[src/rtl/cache_types_pkg.sv]
// Shared widths and FSM state type for the L2 <-> memory cacheline adaptor.
package cache_types_pkg;

   localparam int unsigned LINE_W  = 256;
   localparam int unsigned BEAT_W  = 64;
   localparam int unsigned BEATS   = 4;
   localparam int unsigned ADDR_W  = 32;
   localparam int unsigned OFFS_W  = 5;
   localparam int unsigned K_W     = $clog2(BEATS);
   localparam int unsigned BEAT_SH = $clog2(BEAT_W);

   localparam logic [ADDR_W-1:0] LINE_MASK = ~ADDR_W'((1 << OFFS_W) - 1);

   typedef enum logic [1:0] {
      IDLE  = 2'd0,
      READ  = 2'd1,
      WRITE = 2'd2,
      DONE  = 2'd3
   } state_e;

endpackage

[src/rtl/cacheline_adaptor.sv]
// Splits L2 line reads/writes into four 64-bit memory beats and reassembles
// read beats into a full line; one-cycle resp_o pulse on completion.
module cacheline_adaptor
   import cache_types_pkg::*;
(
   input  logic                clk,
   input  logic                rst,
   input  logic [LINE_W-1:0]   line_i,
   output logic [LINE_W-1:0]   line_o,
   input  logic [ADDR_W-1:0]   address_i,
   input  logic                read_i,
   input  logic                write_i,
   output logic                resp_o,
   input  logic [BEAT_W-1:0]   burst_i,
   output logic [BEAT_W-1:0]   burst_o,
   output logic [ADDR_W-1:0]   address_o,
   output logic                read_o,
   output logic                write_o,
   input  logic                resp_i
);

   state_e              state_q;
   logic [K_W-1:0]      k_q;
   logic [K_W-1:0]      k_d;
   logic [LINE_W-1:0]   wbuf_q;
   logic [LINE_W-1:0]   rline_q;
   logic [BEAT_W-1:0]   burst_q;
   logic [ADDR_W-1:0]   address_q;
   logic                read_q;
   logic                write_q;
   logic                resp_q;
   logic [BEAT_W-1:0]   next_beat_d;
   logic                last_beat_d;

   assign k_d         = k_q + K_W'(1);
   assign last_beat_d = (k_q == K_W'(BEATS - 1));
   assign next_beat_d = wbuf_q[{k_d, {BEAT_SH{1'b0}}} +: BEAT_W];

   // FSM plus all datapath registers; every output is driven from a flop.
   always_ff @(posedge clk or posedge rst) begin
      if (rst) begin
         state_q   <= IDLE;
         k_q       <= '0;
         wbuf_q    <= '0;
         rline_q   <= '0;
         burst_q   <= '0;
         address_q <= '0;
         read_q    <= 1'b0;
         write_q   <= 1'b0;
         resp_q    <= 1'b0;
      end else begin
         resp_q <= 1'b0;
         unique case (state_q)
            IDLE: begin
               k_q <= '0;
               if (write_i) begin
                  state_q   <= WRITE;
                  wbuf_q    <= line_i;
                  address_q <= address_i & LINE_MASK;
                  burst_q   <= line_i[BEAT_W-1:0];
                  write_q   <= 1'b1;
               end else if (read_i) begin
                  state_q   <= READ;
                  address_q <= address_i & LINE_MASK;
                  read_q    <= 1'b1;
               end
            end
            READ: begin
               if (resp_i) begin
                  rline_q[{k_q, {BEAT_SH{1'b0}}} +: BEAT_W] <= burst_i;
                  k_q <= k_d;
                  if (last_beat_d) begin
                     state_q   <= DONE;
                     read_q    <= 1'b0;
                     address_q <= '0;
                     resp_q    <= 1'b1;
                  end
               end
            end
            WRITE: begin
               if (resp_i) begin
                  k_q <= k_d;
                  // Present the following beat so it is valid on the next cycle.
                  if (last_beat_d) begin
                     state_q   <= DONE;
                     write_q   <= 1'b0;
                     address_q <= '0;
                     burst_q   <= '0;
                     resp_q    <= 1'b1;
                  end else begin
                     burst_q <= next_beat_d;
                  end
               end
            end
            DONE: begin
               state_q <= IDLE;
            end
            default: begin
               state_q <= IDLE;
            end
         endcase
      end
   end

   assign line_o    = rline_q;
   assign burst_o   = burst_q;
   assign address_o = address_q;
   assign read_o    = read_q;
   assign write_o   = write_q;
   assign resp_o    = resp_q;

endmodule

[config.mk]
export PLATFORM = sky130hd
export DESIGN_NAME = cacheline_adaptor
export DESIGN_NICKNAME = d
export VERILOG_FILES = /design/src/rtl/cache_types_pkg.sv /design/src/rtl/cacheline_adaptor.sv
export SDC_FILE = /design/constraint.sdc
export NUM_CORES = 1
export LEC_CHECK = 0
export BUFFER_PORTS_ARGS = -buffer_cell sky130_fd_sc_hd__buf_4
export CAP_MARGIN = 20
export CORE_AREA = 2 2 277 279
export CTS_CLUSTER_DIAMETER = 40
export DETAILED_ROUTE_END_ITERATION = 10
export DIE_AREA = 0 0 279 281
export MAX_ROUTING_LAYER = met4
export SETUP_SLACK_MARGIN = 0.2
export SYNTH_ARGS = -nofsm -noshare
export SYNTH_HDL_FRONTEND = slang
export SYNTH_SLANG_ARGS = --single-unit
[constraint.sdc]
create_clock -name clk -period 19.8 [get_ports clk]
set_input_delay 1.98 -clock clk [delete_from_list [all_inputs] [get_ports clk]]
set_output_delay 1.98 -clock clk [all_outputs]
set_load 0.02 [all_outputs]
==> impl_metrics.json <==
{
  "outcome": "complete, no violations",
  "dpl_worst_slack_ps": 13910,
  "power_frac_clock": 0.310,
  "gp_congestion": 0.904,
  "cts_hold_buf": 0,
  "clk_latency_ps": 650,
  "p_leak_nw": 16.6,
  "dp_hpwl_um": 57200,
  "area_growth_pct": 40.5,
  "p_switching_mw": 2.02,
  "synth_top_family_by_area": "multiplexers",
  "die-area_um2": 78400,
  "io_buffers": 701,
  "crit_chain": "buf_4 -> nand2_4 -> buf_4 -> buf_4 -> buf_4 -> mux2_2",
  "period_needed_ps": 5300,
  "cts_setup_buffers": 0,
  "syn_inst": 1557,
  "clockBufferDepth": 3,
  "final_cell_mix": "buf_4 (729), dfrtp_1 (609), mux2_2 (329)",
  "setup_viol": 0,
  "cts_root_buf": "clkbuf_16",
  "synth-edff-count": 0,
  "first_global_vias": 18795,
  "drc_errors": 0,
  "fin_worst_skew_ps": 50.0,
  "layout-drive-gt1-share": 0.573,
  "period_share": 0.268,
  "critical_path_class": "input pin to flip-flop",
  "synth.area.top_cells": "dfrtp_1 (62%), mux2_2 (15%), a22o_1 (11%)",
  "final_common_cell": "buf_4",
  "synth-xor-area-share": 0,
  "muxShareOfSynthArea": 0.221,
  "ys_warn_count": 0,
  "grt-ovfl-total": 0,
  "core_area_um2": 75400,
  "cpMaxStageDelayCell": "buf_4",
  "cp_common_cell": "buf_4",
  "grt_pass1_wl_um": 123000,
  "vdd_drop_max_mv": 0.105,
  "max_freq_ghz": 0.189,
  "synth_fa_ha_area_frac": 0.00506,
  "synth_top_area_cell": "dfrtp_1",
  "synth_ff_type": "dfrtp_1",
  "async_reset_ff_frac": 1.00,
  "num_rows": 101,
  "setup_slack_ps": 14500,
  "place_area_um2": 31000,
  "clk_pin_slew_ps": 50,
  "avgViaCountPerCell": 5.16,
  "clkSinkCount": 610,
  "synth_area_per_cell_um2": 15.9,
  "ctsResizeCount": 0,
  "grt_setup_unrepaired": "no",
  "hp-class": "flip-flop to flip-flop",
  "drv_cap": 0,
  "wl_um": 83400,
  "cts_tree": "done",
  "syn_area_um2": 24700,
  "maxSlewHeadroom": 0.256,
  "layout.filler_cells": 6624,
  "ys_seq_area_frac": 0.617,
  "tightest_slew_ps": 1120,
  "ys_types": 38,
  "worstPathMaxFanout": 82,
  "final_nets": 2634,
  "ant_nets": 0,
  "grtUsageTotal": 0.214,
  "tns_ps": 0,
  "synthSimpleGateAreaFrac": 0.0145,
  "grt_max_degree": 172,
  "fin_util": 0.461,
  "worst_setup_path_end_kind": "flip-flop",
  "synth_compound_area_frac": 0.117,
  "postLayoutCellArea_um2": 34800,
  "p_sw_frac": 0.328,
  "die_h_um": 281,
  "synth.top_cell.area_share": 0.617,
  "start_kind": "input pin",
  "worstPathArrival_ps": 5790,
  "power_density_nw_per_um2": 178,
  "h-tree-depth": 3,
  "synth_seq_cells": 610,
  "num_vias": 17259,
  "antenna_found_initial": 14,
  "slew_violations": 0,
  "power_frac_comb": 0.364,
  "internal-power_mw": 4.15,
  "start_util": 0.328,
  "hold_viol": 0,
  "drtIter0Drc": 955,
  "routedWlPerCell_um": 24.9,
  "required_ps": 20290,
  "numCtsBuffers": 102,
  "power.total_mw": 6.17,
  "slowest_delay_ps": 940,
  "num_io_pins": 712,
  "firstDrtPassIters": 4,
  "die_w_um": 279,
  "sequentialPowerShare": 0.326
}
[area by class of cell]
class | count | area (µm²) | share of cell area
Clock buffer | 116 | 2700 | 0.0775
Multi-Input combinational cell | 814 | 8940 | 0.257
Timing Repair Buffer | 730 | 5490 | 0.158
Tap cell | 978 | 1220 | 0.0352
Sequential cell | 610 | 15300 | 0.439
Clock inverter | 77 | 1080 | 0.0310
Antenna cell | 14 | 35.0 | 0.00101
Inverter | 9 | 41.3 | 0.00119
[synth_stat cells, drive strengths merged, types with 3 or more instances]
cell type,number
nand3,5
clkbuf,79
mux4,64
ha,10
nor2b,29
buf,49
nor2,3
inv,9
dfrtp,610
a22o,320
mux2,349
nand2,6
o21ai,4
[through the flow]
stage	cells	hold WS [ps]
2_1_floorplan	1561	474
3_3_place_gp	3141	482
3_5_place_dp	3141	487
4_1_cts	3334	498
5_1_grt	3348	510
6_report	3348	496
[power groups by stage]
stage / combinational, mW / sequential, mW / clock [mW]
2_1_floorplan: 1.30 / 2.20 / 0
3_3_place_gp: 2.24 / 1.99 / 0
3_5_place_dp: 2.28 / 2.02 / 0
4_1_cts: 2.28 / 2.01 / 1.95
5_1_grt: 2.39 / 2.07 / 2.01
6_report: 2.25 / 2.01 / 1.92
[sequential cells by signal, summed over array words and instances, names as in the netlist]
signal,flops
read_o,1
line_o,256
address_o,27
k_q,2
write_o,1
state_q,2
burst_o,64
wbuf_q,256
resp_o,1
[worst max-delay path, delay by kind of cell]
kind                   cells  cell delay (ps)
buffers and inverters      4             2700
and+or+nand+nor            1              470
muxes                      1              420
[logic make-up (layout without fill, tap and decap cells)]
group           Yosys count  after routing
buf+inv                 137            932
fa+ha+maj                10             10
flops                   610            610
compound gates          331            331
simple gates             53             53
mux                     415            415
other cells               1             19
[worst paths after layout]
check,startpoint,endpoint,slack (ps),cells after the start
worst max-delay path,write_i,wbuf_q[74]$_DFFE_PP0P_,14500,6
max in group asynchronous,rst,wbuf_q[172]$_DFFE_PP0P_,15440,5
worst min-delay path,wbuf_q[13]$_DFFE_PP0P_,wbuf_q[13]$_DFFE_PP0P_,500,1
worst min register to register,wbuf_q[13]$_DFFE_PP0P_,wbuf_q[13]$_DFFE_PP0P_,500,1
min in group asynchronous,rst,wbuf_q[208]$_DFFE_PP0P_,1470,2
worst max register to register,state_q[0]$_DFFE_PP0P_,wbuf_q[74]$_DFFE_PP0P_,15210,7
[layer usage]
| metal | part of all wire | routed length [µm] | track usage |
|---|---|---|---|
| met5 | 0 | 0 | - |
| met3 | 0.075 | 6260 | 0.0591 |
| met4 | 0.034 | 2860 | 0.0897 |
| met2 | 0.51 | 42500 | 0.356 |
| met1 | 0.38 | 31800 | 0.244 |
Power figures use the tool's default switching activity.
